`config.mk`:
```
export PLATFORM = sky130hd
export DESIGN_NAME = operand_entry_ctrl
export DESIGN_NICKNAME = d
export VERILOG_FILES = /design/src/rtl/operand_entry_ctrl.sv
export SDC_FILE = /design/constraint.sdc
export NUM_CORES = 1
export LEC_CHECK = 0
export ABC_AREA = 0
export CAP_MARGIN = 30
export CELL_PAD_IN_SITES_DETAIL_PLACEMENT = 0
export CELL_PAD_IN_SITES_GLOBAL_PLACEMENT = 1
export CORE_ASPECT_RATIO = 1.75
export CORE_MARGIN = 5
export CORE_UTILIZATION = 50
export CTS_BUF_LIST = sky130_fd_sc_hd__clkbuf_16
export CTS_CLUSTER_SIZE = 20
export DETAILED_ROUTE_END_ITERATION = 12
export PLACE_DENSITY_LB_ADDON = 0.1
export SETUP_SLACK_MARGIN = 0.1
export SYNTH_ARGS = -nofsm -noshare
export SYNTH_HDL_FRONTEND = slang
export SYNTH_SLANG_ARGS = --single-unit
```
`constraint.sdc`:
```
create_clock -name CLOCK_50 -period 4.1 [get_ports CLOCK_50]
set_input_delay 0.82 -clock CLOCK_50 [delete_from_list [all_inputs] [get_ports CLOCK_50]]
set_output_delay 0.82 -clock CLOCK_50 [all_outputs]
set_load 0.05 [all_outputs]
```
`src/rtl/operand_entry_ctrl.sv`:
```
// Operand entry for the 4-bit adder: synchronises switches and keys, debounces the
// next/clear buttons and steps through A -> B -> Cin -> done, capturing one operand per press.
module operand_entry_ctrl #(
  parameter int WIDTH           = 4,
  parameter int DEBOUNCE_CYCLES = 500000,
  parameter int CNT_W           = $clog2(DEBOUNCE_CYCLES + 1)
) (
  input  logic             CLOCK_50,
  input  logic             rst,
  input  logic [WIDTH-1:0] sw_data,
  input  logic             sw_cin,
  input  logic             key_next_n,
  input  logic             key_clear_n,
  output logic [WIDTH-1:0] A_out,
  output logic [WIDTH-1:0] B_out,
  output logic             Cin_out,
  output logic             operands_valid,
  output logic [1:0]       entry_state
);

  typedef enum logic [1:0] {S_A = 2'd0, S_B = 2'd1, S_CIN = 2'd2, S_DONE = 2'd3} state_t;

  localparam logic [CNT_W-1:0] CNT_MAX = CNT_W'(DEBOUNCE_CYCLES - 1);

  // Key index 0 = next, 1 = clear.
  logic [1:0]       key_s1_q, key_s2_q;
  logic [WIDTH-1:0] sw_s1_q, sw_s2_q;
  logic             cin_s1_q, cin_s2_q;
  logic [1:0]       sync_ok_q, sync_ok_d;
  logic [CNT_W-1:0] cnt_q [2];
  logic [CNT_W-1:0] cnt_d [2];
  logic [1:0]       deb_q, deb_d;
  logic [1:0]       deb_prev_q, deb_prev_d;
  logic [1:0]       arm_q, arm_d;
  logic [1:0]       press_q, press_d;

  state_t           state_q, state_d;
  logic [WIDTH-1:0] a_q, a_d, b_q, b_d;
  logic             cin_q, cin_d, valid_q, valid_d;

  logic next_press, clear_press;
  assign next_press  = press_q[0];
  assign clear_press = press_q[1];

  always_ff @(posedge CLOCK_50 or posedge rst) begin
    if (rst) begin
      key_s1_q   <= 2'b11;
      key_s2_q   <= 2'b11;
      sw_s1_q    <= '0;
      sw_s2_q    <= '0;
      cin_s1_q   <= 1'b0;
      cin_s2_q   <= 1'b0;
      sync_ok_q  <= 2'b00;
      deb_q      <= 2'b11;
      deb_prev_q <= 2'b11;
      arm_q      <= 2'b00;
      press_q    <= 2'b00;
      for (int k = 0; k < 2; k++) cnt_q[k] <= '0;
    end else begin
      key_s1_q   <= {key_clear_n, key_next_n};
      key_s2_q   <= key_s1_q;
      sw_s1_q    <= sw_data;
      sw_s2_q    <= sw_s1_q;
      cin_s1_q   <= sw_cin;
      cin_s2_q   <= cin_s1_q;
      sync_ok_q  <= sync_ok_d;
      deb_q      <= deb_d;
      deb_prev_q <= deb_prev_d;
      arm_q      <= arm_d;
      press_q    <= press_d;
      for (int k = 0; k < 2; k++) cnt_q[k] <= cnt_d[k];
    end
  end

  // sync_ok marks when the key synchronisers hold real samples rather than reset values;
  // a key is armed only once it has been seen released, so one held through reset never fires.
  always_comb begin
    sync_ok_d  = {sync_ok_q[0], 1'b1};
    deb_d      = deb_q;
    deb_prev_d = deb_q;
    arm_d      = arm_q;
    press_d    = 2'b00;
    for (int k = 0; k < 2; k++) begin
      cnt_d[k] = '0;
      if (key_s2_q[k] != deb_q[k]) begin
        if (cnt_q[k] == CNT_MAX) deb_d[k] = key_s2_q[k];
        else                     cnt_d[k] = cnt_q[k] + CNT_W'(1);
      end
      if (sync_ok_q[1] && key_s2_q[k]) arm_d[k] = 1'b1;
      press_d[k] = arm_q[k] & deb_prev_q[k] & ~deb_q[k];
    end
  end

  always_ff @(posedge CLOCK_50 or posedge rst) begin
    if (rst) begin
      state_q <= S_A;
      a_q     <= '0;
      b_q     <= '0;
      cin_q   <= 1'b0;
      valid_q <= 1'b0;
    end else begin
      state_q <= state_d;
      a_q     <= a_d;
      b_q     <= b_d;
      cin_q   <= cin_d;
      valid_q <= valid_d;
    end
  end

  always_comb begin
    state_d = state_q;
    if (clear_press) state_d = S_A;
    else if (next_press) begin
      case (state_q)
        S_A:     state_d = S_B;
        S_B:     state_d = S_CIN;
        S_CIN:   state_d = S_DONE;
        default: state_d = S_A;
      endcase
    end
  end

  always_comb begin
    a_d     = a_q;
    b_d     = b_q;
    cin_d   = cin_q;
    valid_d = valid_q;
    if (clear_press) begin
      a_d     = '0;
      b_d     = '0;
      cin_d   = 1'b0;
      valid_d = 1'b0;
    end else if (next_press) begin
      case (state_q)
        S_A:     a_d = sw_s2_q;
        S_B:     b_d = sw_s2_q;
        S_CIN: begin
          cin_d   = cin_s2_q;
          valid_d = 1'b1;
        end
        default: valid_d = 1'b0;
      endcase
    end
  end

  assign A_out          = a_q;
  assign B_out          = b_q;
  assign Cin_out        = cin_q;
  assign operands_valid = valid_q;
  assign entry_state    = state_q;

endmodule

```
==> results of run 1 <==
[flip-flops by register name (all words and copies together), names as in the netlist, 4 cells and up]
register and flops:
cnt_q 38, B_out 4, sw_s1_q 4, A_out 4, sw_s2_q 4
[path summary, 6_finish.rpt]
path,from,slack (ns),endpoint
max,entry_state[0],1.70,entry_state[0]
min,sw_s1_q[3],0.35,sw_s2_q[3]
max reg2reg,cnt_q[5],2.03,cnt_q[9]
min reg2reg,sw_s1_q[3],0.35,sw_s2_q[3]
max in group asynchronous,rst,2.29,deb_prev_d[1]
min in group asynchronous,rst,0.96,cin_s1_q
[through the flow]
| stage | utilization (%) | instances | area [µm²] | power, W |
|---|---|---|---|---|
| finish | 60.1 | 401 | 3690 | 0.00156 |
| detailed placement | 55.3 | 385 | 3390 | 0.000811 |
| global placement | 55.3 | 385 | 3390 | 0.000809 |
| CTS | 60.1 | 401 | 3690 | 0.00158 |
| floorplan | - | 288 | 3100 | 0.000790 |
| global route | 60.1 | 401 | 3690 | 0.00163 |
[routing by layer]
layer	global-route usage (%)	vias to the layer above	wire [µm]
li1	-	1050	-
met1	17.9	1035	2240
met2	28.3	21	3050
met3	6.06	8	194
met4	8.21	0	113
met5	0	-	0
[power by group]
group          switching [W]  internal [W]
Combinational      0.0000264     0.0000141
Sequential        0.00000971      0.000745
Clock               0.000294      0.000468
Total               0.000330       0.00123
[synth_stat cells]
master / n
o21ai_0: 6
nand4_2: 1
dfstp_2: 8
nor4b_1: 3
nand2_1: 25
o21ai_1: 1
nand3_1: 19
or4_1: 4
or3_1: 7
dfrtp_1: 66
or4b_2: 1
inv_1: 12
nand3_2: 1
nor3_1: 6
or2_2: 1
xor2_1: 11
buf_2: 2
nor4_1: 6
nor3b_1: 1
a31o_2: 1
and4_1: 3
clkbuf_1: 4
a21o_1: 2
mux2_2: 2
conb_1: 1
nor2_1: 40
mux2i_1: 2
xnor2_1: 17
a21oi_1: 17
o31ai_1: 1
ha_1: 5
nand4_1: 10
o21ai_2: 1
a211oi_1: 1
[logic make-up after synthesis]
kind of cell	after synthesis	share of synthesized area (%)
AND/OR/NAND/NOR	128	20.7
flip-flops	74	60.1
AO/OA/AOI/OAI	30	5.42
XOR/XNOR	28	7.92
buffers and inverters	18	2.26
adder cells (fa/ha/maj)	5	2.02
multiplexers	4	1.37
other	1	0.121
[area by class of cell]
cell class	count	area share (%)
inverter	12	1.22
timing repair buffer	23	6.04
tap	80	2.71
multi-input combinational	196	31.6
clock buffer	9	6.11
clock inverter	7	1.87
sequential	74	50.5
==> impl_results.rst, run 1 <==
.. list-table::
   :header-rows: 1

   * - Metric
     - Value
   * - Status
     - completed
   * - Post-Route Skew
     - 0.00474 ns
   * - Relative max-transition margin
     - 46.4%
   * - Antenna violations before repair
     - 0
   * - Std-Cell Rows
     - 38
   * - Number of cells traversed by the worst hold path
     - 0
   * - Flop and latch count out of synthesis
     - 74
   * - Fraction of post-synthesis cell area in the top cell type by area
     - a little over half
   * - Number of nets with antenna violations after routing
     - 0
   * - Via-to-Cell Ratio
     - between 5 and 6
   * - Final global-route overflow total
     - 0
   * - Crit path max fanout
     - 4
   * - Critical-path cell with the highest stage delay
     - clkdlybuf4s50_1
   * - Area growth syn-to-layout
     - 19.1%
   * - Commonest non-fill, non-tap cells in the layout
     - 66 x dfrtp_1, 40 x nor2_1, 25 x nand2_1
   * - Skew-Pair Late Insertion Delay
     - between 0.3 and 0.4 ns
   * - Number of max-cap violations
     - 0
   * - Setup violations, final
     - 0
   * - Drt first-iter violations
     - approximately 120
   * - Number of buffers added to fix hold violations after cts
     - 0
   * - Vias in the first global route
     - 2174
   * - Leading cell type in the layout, fill and taps excluded
     - dfrtp_1
   * - Total of warnings raised by yosys
     - 0
   * - Setup repair after global routing missed its margin
     - false
   * - Clock buffer count from CTS
     - 9
   * - Initial Utilization
     - around half
   * - First-pass GRT wire length
     - 10.0 mm
   * - Gate family responsible for the most delay along the worst path
     - buffers and inverters
   * - Port-buffer cells
     - 20
   * - Nets
     - 330
   * - Bufs on Longest Clock Path
     - 2
   * - Setup TNS
     - 0 ns
   * - Vias after detailed routing
     - around 2100
   * - Net Count, Synth
     - approximately 300
   * - Critical setup path kind
     - flip-flop to output pin
   * - Clock-pin slew on the worst setup and hold paths
     - approximately 0.060 ns
   * - Floorplan Core Area
     - ~6100 µm²
   * - Largest net degree at the start of global routing
     - between 40 and 50
   * - Drc violations
     - 0
   * - Min setup slack post-route
     - roughly 1.7 ns
   * - H-tree depth reported by CTS
     - 3
   * - Number of gates on the worst path with buffers counted
     - 1
   * - DIE HEIGHT
     - approximately 110 µm
   * - Pwr per Cell Area
     - roughly 420 nW/µm²
   * - Count of cell types in the netlist
     - 34
   * - Avg WL per Cell
     - approximately 14 µm
   * - TritonCTS clock tree
     - built
   * - Worst path buffer plus inverter count
     - 1
   * - LEAKAGE
     - about 1.5 nW
   * - Total routing resource utilization after global routing
     - 16.5%
   * - Number of gates resized after cts
     - 0
   * - Detailed-placement wirelength estimate
     - between 3 and 4 mm
   * - Startpoint kind of the worst setup timing path
     - flip-flop
   * - Post-route clock period utilization
     - 58.4%
   * - CP Cell Sequence
     - clkdlybuf4s50_1
   * - Fill cell total of the finished layout
     - approximately 530
   * - Highest Clock Rate
     - 417 MHz
   * - Sequential Area
     - about 1900 µm²
   * - Total Wirelength
     - 5.60 mm
   * - Worst Reg-to-Reg Cells
     - 3
   * - Peak supply drop
     - approximately 0.25 mV
   * - Number of cells produced by synthesis
     - 288
   * - Clock Sink Count
     - 74
   * - Fraction of final layout cells with drive strength greater than 1
     - between 10% and 20%
   * - Total iterations of the first detailed-routing run
     - 4
   * - Worst slack after detailed placement
     - 1.87 ns
   * - Multi-input logic area
     - between 1000 and 1500 µm²
   * - Final-layout worst hold slack
     - 0.350 ns
   * - Avg Synthesized Cell Area
     - ~11 µm²
   * - Arrival @ worst endpoint
     - 1.58 ns
   * - Weighted congestion reported at the end of routability-driven placement
     - around 0.79
   * - Die boundary width
     - around 70 µm
   * - Synth area leader
     - dfrtp_1
   * - Clock root buffer
     - clkbuf_16
   * - CP Capture Type
     - output pin
   * - Share of synthesized area occupied by flip-flops and latches
     - roughly three fifths
   * - Count of final hold-check violations
     - 0
   * - Number of pins exceeding their max-slew limit in the final report
     - 0
   * - Io pins
     - 21
   * - Worst Tran Pin Value
     - about 0.8 ns
   * - Diode insertion count for antenna repair
     - 0
   * - Largest stage delay on the critical path
     - just over 0.8 ns
   * - Data required time of the worst path
     - 3.28 ns
   * - Cell area after technology mapping
     - between 3000 and 4000 µm²
   * - Type of the tightest min-delay check
     - flip-flop to flip-flop
   * - Largest cells by area after synthesis
     - dfrtp_1 53%, dfstp_2 6.8%, nor2_1 4.9%
   * - Min Tclk post-route
     - about 2.4 ns
   * - Die Outline Area
     - approximately 7900 µm²
   * - Setup repair bufs after CTS
     - 0
(Power assumes the default switching activity.)
==> inputs of run 2 (changes only) <==
Settings changed: CORE_UTILIZATION 50 to 42.
Clock period 4.1 ns to 2.15 ns, I/O delays scaled along.
==> run 2 against run 1 <==
Clock-buffer cell count unchanged. Register-to-register slack got worse by 1.8 ns. Combinational power increased by 110%. Global-route usage decreased by 1.8 points. Critical path depth unchanged. Die area increased by 17%. Sequential share of layout area decreased by 1.7 points. Critical path type unchanged. Largest cell class unchanged.
==> impl_results.rst, run 2 (synthesized netlist as in run 1, its figures left out) <==
.. list-table::
   :header-rows: 1

   * - Metric
     - Value
   * - Max FFs per register
     - 38 (unchanged)
   * - Total iterations of the first detailed-routing run
     - 4 (unchanged)
   * - Status
     - completed (unchanged)
   * - CP Cell Sequence
     - clkdlybuf4s50_1 (unchanged)
   * - Min setup slack post-route
     - 0.162 ns (was 1.70 ns)
   * - TritonCTS clock tree
     - built (unchanged)
   * - Post-Route Skew
     - 0.00580 ns (was 0.00474 ns)
   * - Detailed-placement wirelength estimate
     - 4.18 mm (was 3.91 mm)
   * - Setup TNS
     - 0 ns (unchanged)
   * - LEAKAGE
     - 1.57 nW (was 1.50 nW)
   * - Reg with most FFs
     - cnt_q (unchanged)
   * - Area growth syn-to-layout
     - 23.4% (was 19.1%)
   * - Final global-route overflow total
     - 0 (unchanged)
   * - Fill cell total of the finished layout
     - 664 (was 526)
   * - Std-Cell Rows
     - 41 (was 38)
   * - Clock Power Share
     - 51.4% (was 48.9%)
   * - P_int
     - 0.00248 W (was 0.00123 W)
   * - Number of gates on the worst path with buffers counted
     - 1 (unchanged)
   * - DP Area
     - 3480 µm² (was 3390 µm²)
   * - Count of final hold-check violations
     - 0 (unchanged)
   * - Number of max-cap violations
     - 0 (unchanged)
   * - Avg WL per Cell
     - 14.3 µm (was 14.0 µm)
   * - Fin area
     - 3820 µm² (was 3690 µm²)
   * - Pwr per Cell Area
     - 821 nW/µm² (was 422 nW/µm²)
   * - Initial Utilization
     - 43.1% (was 50.5%)
   * - Switching power as a share of total power
     - 20.9% (was 21.2%)
   * - Bufs on Longest Clock Path
     - 2 (unchanged)
   * - Setup violations, final
     - 0 (unchanged)
   * - Type of the tightest min-delay check
     - flip-flop to flip-flop (unchanged)
   * - Critical setup path kind
     - flip-flop to output pin (unchanged)
   * - Critical path startpoint
     - entry_state[0] (unchanged)
   * - Diode insertion count for antenna repair
     - 0 (unchanged)
   * - H-tree depth reported by CTS
     - 3 (unchanged)
   * - DIE HEIGHT
     - 124 µm (was 114 µm)
   * - Floorplan Core Area
     - 7180 µm² (was 6130 µm²)
   * - Worst Tran Pin Value
     - 0.497 ns (was 0.803 ns)
   * - Setup repair after global routing missed its margin
     - false (unchanged)
   * - Arrival @ worst endpoint
     - 1.56 ns (was 1.58 ns)
   * - Clock Sink Count
     - 74 (unchanged)
   * - Peak supply drop
     - 0.419 mV (was 0.246 mV)
   * - Worst Reg-to-Reg Cells
     - 4 (was 3)
   * - Post-layout power
     - 0.00314 W (was 0.00156 W)
   * - Number of nets with antenna violations after routing
     - 0 (unchanged)
   * - Port-buffer cells
     - 20 (unchanged)
   * - Number of cells traversed by the worst hold path
     - 0 (unchanged)
   * - Comb pwr share
     - 2.8% (was 2.6%)
   * - Total routing resource utilization after global routing
     - 14.7% (was 16.5%)
   * - Worst slack after detailed placement
     - 0.175 ns (was 1.87 ns)
   * - Crit path max fanout
     - 4 (unchanged)
   * - Nets
     - 338 (was 330)
   * - Largest net degree at the start of global routing
     - 30 (was 43)
   * - Data required time of the worst path
     - 1.72 ns (was 3.28 ns)
   * - Fraction of final layout cells with drive strength greater than 1
     - 13.7% (was 10.6%)
   * - Startpoint kind of the worst setup timing path
     - flip-flop (unchanged)
   * - Largest stage delay on the critical path
     - 0.82 ns (was 0.83 ns)
   * - Switching power total
     - 0.000657 W (was 0.000330 W)
   * - First-pass GRT wire length
     - 10.0 mm (unchanged)
   * - Clock buffer count from CTS
     - 9 (unchanged)
   * - Vias after detailed routing
     - 2143 (was 2114)
   * - Skew-Pair Late Insertion Delay
     - 0.33 ns (about the same)
   * - Clock-pin slew on the worst setup and hold paths
     - 0.06 ns (about the same)
   * - Core utilization of the finished layout
     - 53.2% (was 60.1%)
   * - Flop2flop setup slack
     - 0.21 ns (was 2.03 ns)
   * - Worst path buffer plus inverter count
     - 1 (unchanged)
   * - Weighted congestion reported at the end of routability-driven placement
     - 0.809 (was 0.788)
   * - Commonest non-fill, non-tap cells in the layout
     - 66 x dfrtp_1, 40 x nor2_1, 25 x nand2_1 (unchanged)
   * - Number of buffers added to fix hold violations after cts
     - 0 (unchanged)
   * - Die boundary width
     - 74.9 µm (was 69.5 µm)
   * - Clock root buffer
     - clkbuf_16 (unchanged)
   * - R2R Path End
     - cnt_q[17] (was cnt_q[9])
   * - Min Tclk post-route
     - about 2.0 ns
   * - Gate family responsible for the most delay along the worst path
     - buffers and inverters (unchanged)
   * - Proportion of power drawn by flip-flops and latches
     - 45.9% (was 48.5%)
   * - Highest Clock Rate
     - between 500 and 600 MHz
   * - Timing endpoint of the critical path
     - entry_state[0] (unchanged)
   * - Via-to-Cell Ratio
     - 5.16 (was 5.27)
   * - Drt first-iter violations
     - 103 (was 122)
   * - Antenna violations before repair
     - 0 (unchanged)
   * - Drc violations
     - 0 (unchanged)
   * - Io pins
     - 21 (unchanged)
   * - Total Wirelength
     - 5.94 mm (was 5.60 mm)
   * - Leading cell type in the layout, fill and taps excluded
     - dfrtp_1 (unchanged)
   * - R2R Path Start
     - cnt_q[2] (was cnt_q[5])
   * - Critical-path cell with the highest stage delay
     - clkdlybuf4s50_1 (unchanged)
   * - Vias in the first global route
     - 2209 (was 2174)
   * - CP Capture Type
     - output pin (unchanged)
   * - Worst hold path startpoint
     - sync_ok_q[0] (was sw_s1_q[3])
   * - Post-route clock period utilization
     - just over 90%
   * - Die Outline Area
     - 9250 µm² (was 7930 µm²)
   * - Relative max-transition margin
     - 66.7% (was 46.4%)
   * - Number of pins exceeding their max-slew limit in the final report
     - 0 (unchanged)
==> run 2: layout make-up <==
| class | instances | area (µm²) | area share, % |
|---|---|---|---|
| repair buffers | 31 | 308 | 8.06 |
| inverters | 12 | 48.8 | 1.28 |
| clock buffers | 9 | 225 | 5.90 |
| clock inverters | 7 | 100 | 2.62 |
| multi-input cells | 196 | 1170 | 30.6 |
| flip-flops and latches | 74 | 1860 | 48.8 |
| well taps | 86 | 108 | 2.82 |
==> run 2: worst min-delay path by stage <==
stage                   end  slack (ns)
4_1_cts        sync_ok_q[1]        0.35
5_1_grt            cin_s2_q        0.36
3_3_place_gp     sw_s2_q[3]        0.33
6_report       sync_ok_q[1]        0.35
2_1_floorplan      cin_s2_q        0.33
3_5_place_dp   sync_ok_q[1]        0.34
==> run 2: power by group through the flow <==
| stage | Combinational (W) | Sequential [W] | Clock (W) |
|---|---|---|---|
| after floorplan | 0.0000480 | 0.00146 | 0 |
| after detailed placement | 0.0000897 | 0.00146 | 0 |
| after CTS | 0.0000902 | 0.00144 | 0.00166 |
| after global routing | 0.000100 | 0.00144 | 0.00171 |
| final | 0.0000866 | 0.00144 | 0.00161 |
| after global placement | 0.0000886 | 0.00146 | 0 |
==> run 2: repair_timing <==
item / CTS / global route
resized for setup: 0 / 1
endpoints found under the setup margin: 0 / 2
buffers inserted: 0 / 1
==> run 2: per-stage QoR <==
stage | hold WS, ns | std cells
final | 0.347 | 415
after global routing | 0.356 | 415
after CTS | 0.350 | 414
after detailed placement | 0.336 | 398
after global placement | 0.335 | 398
after floorplan | 0.331 | 288
==> run 2: routing by layer <==
layer  vias up  global-route usage (%)  part of all wire [%]
met5         -                       0                     0
met4         0                    8.02                   2.5
met3        10                    4.44                   2.8
met2        19                    25.2                    54
met1      1053                    15.6                    41
li1       1061                       -                     -
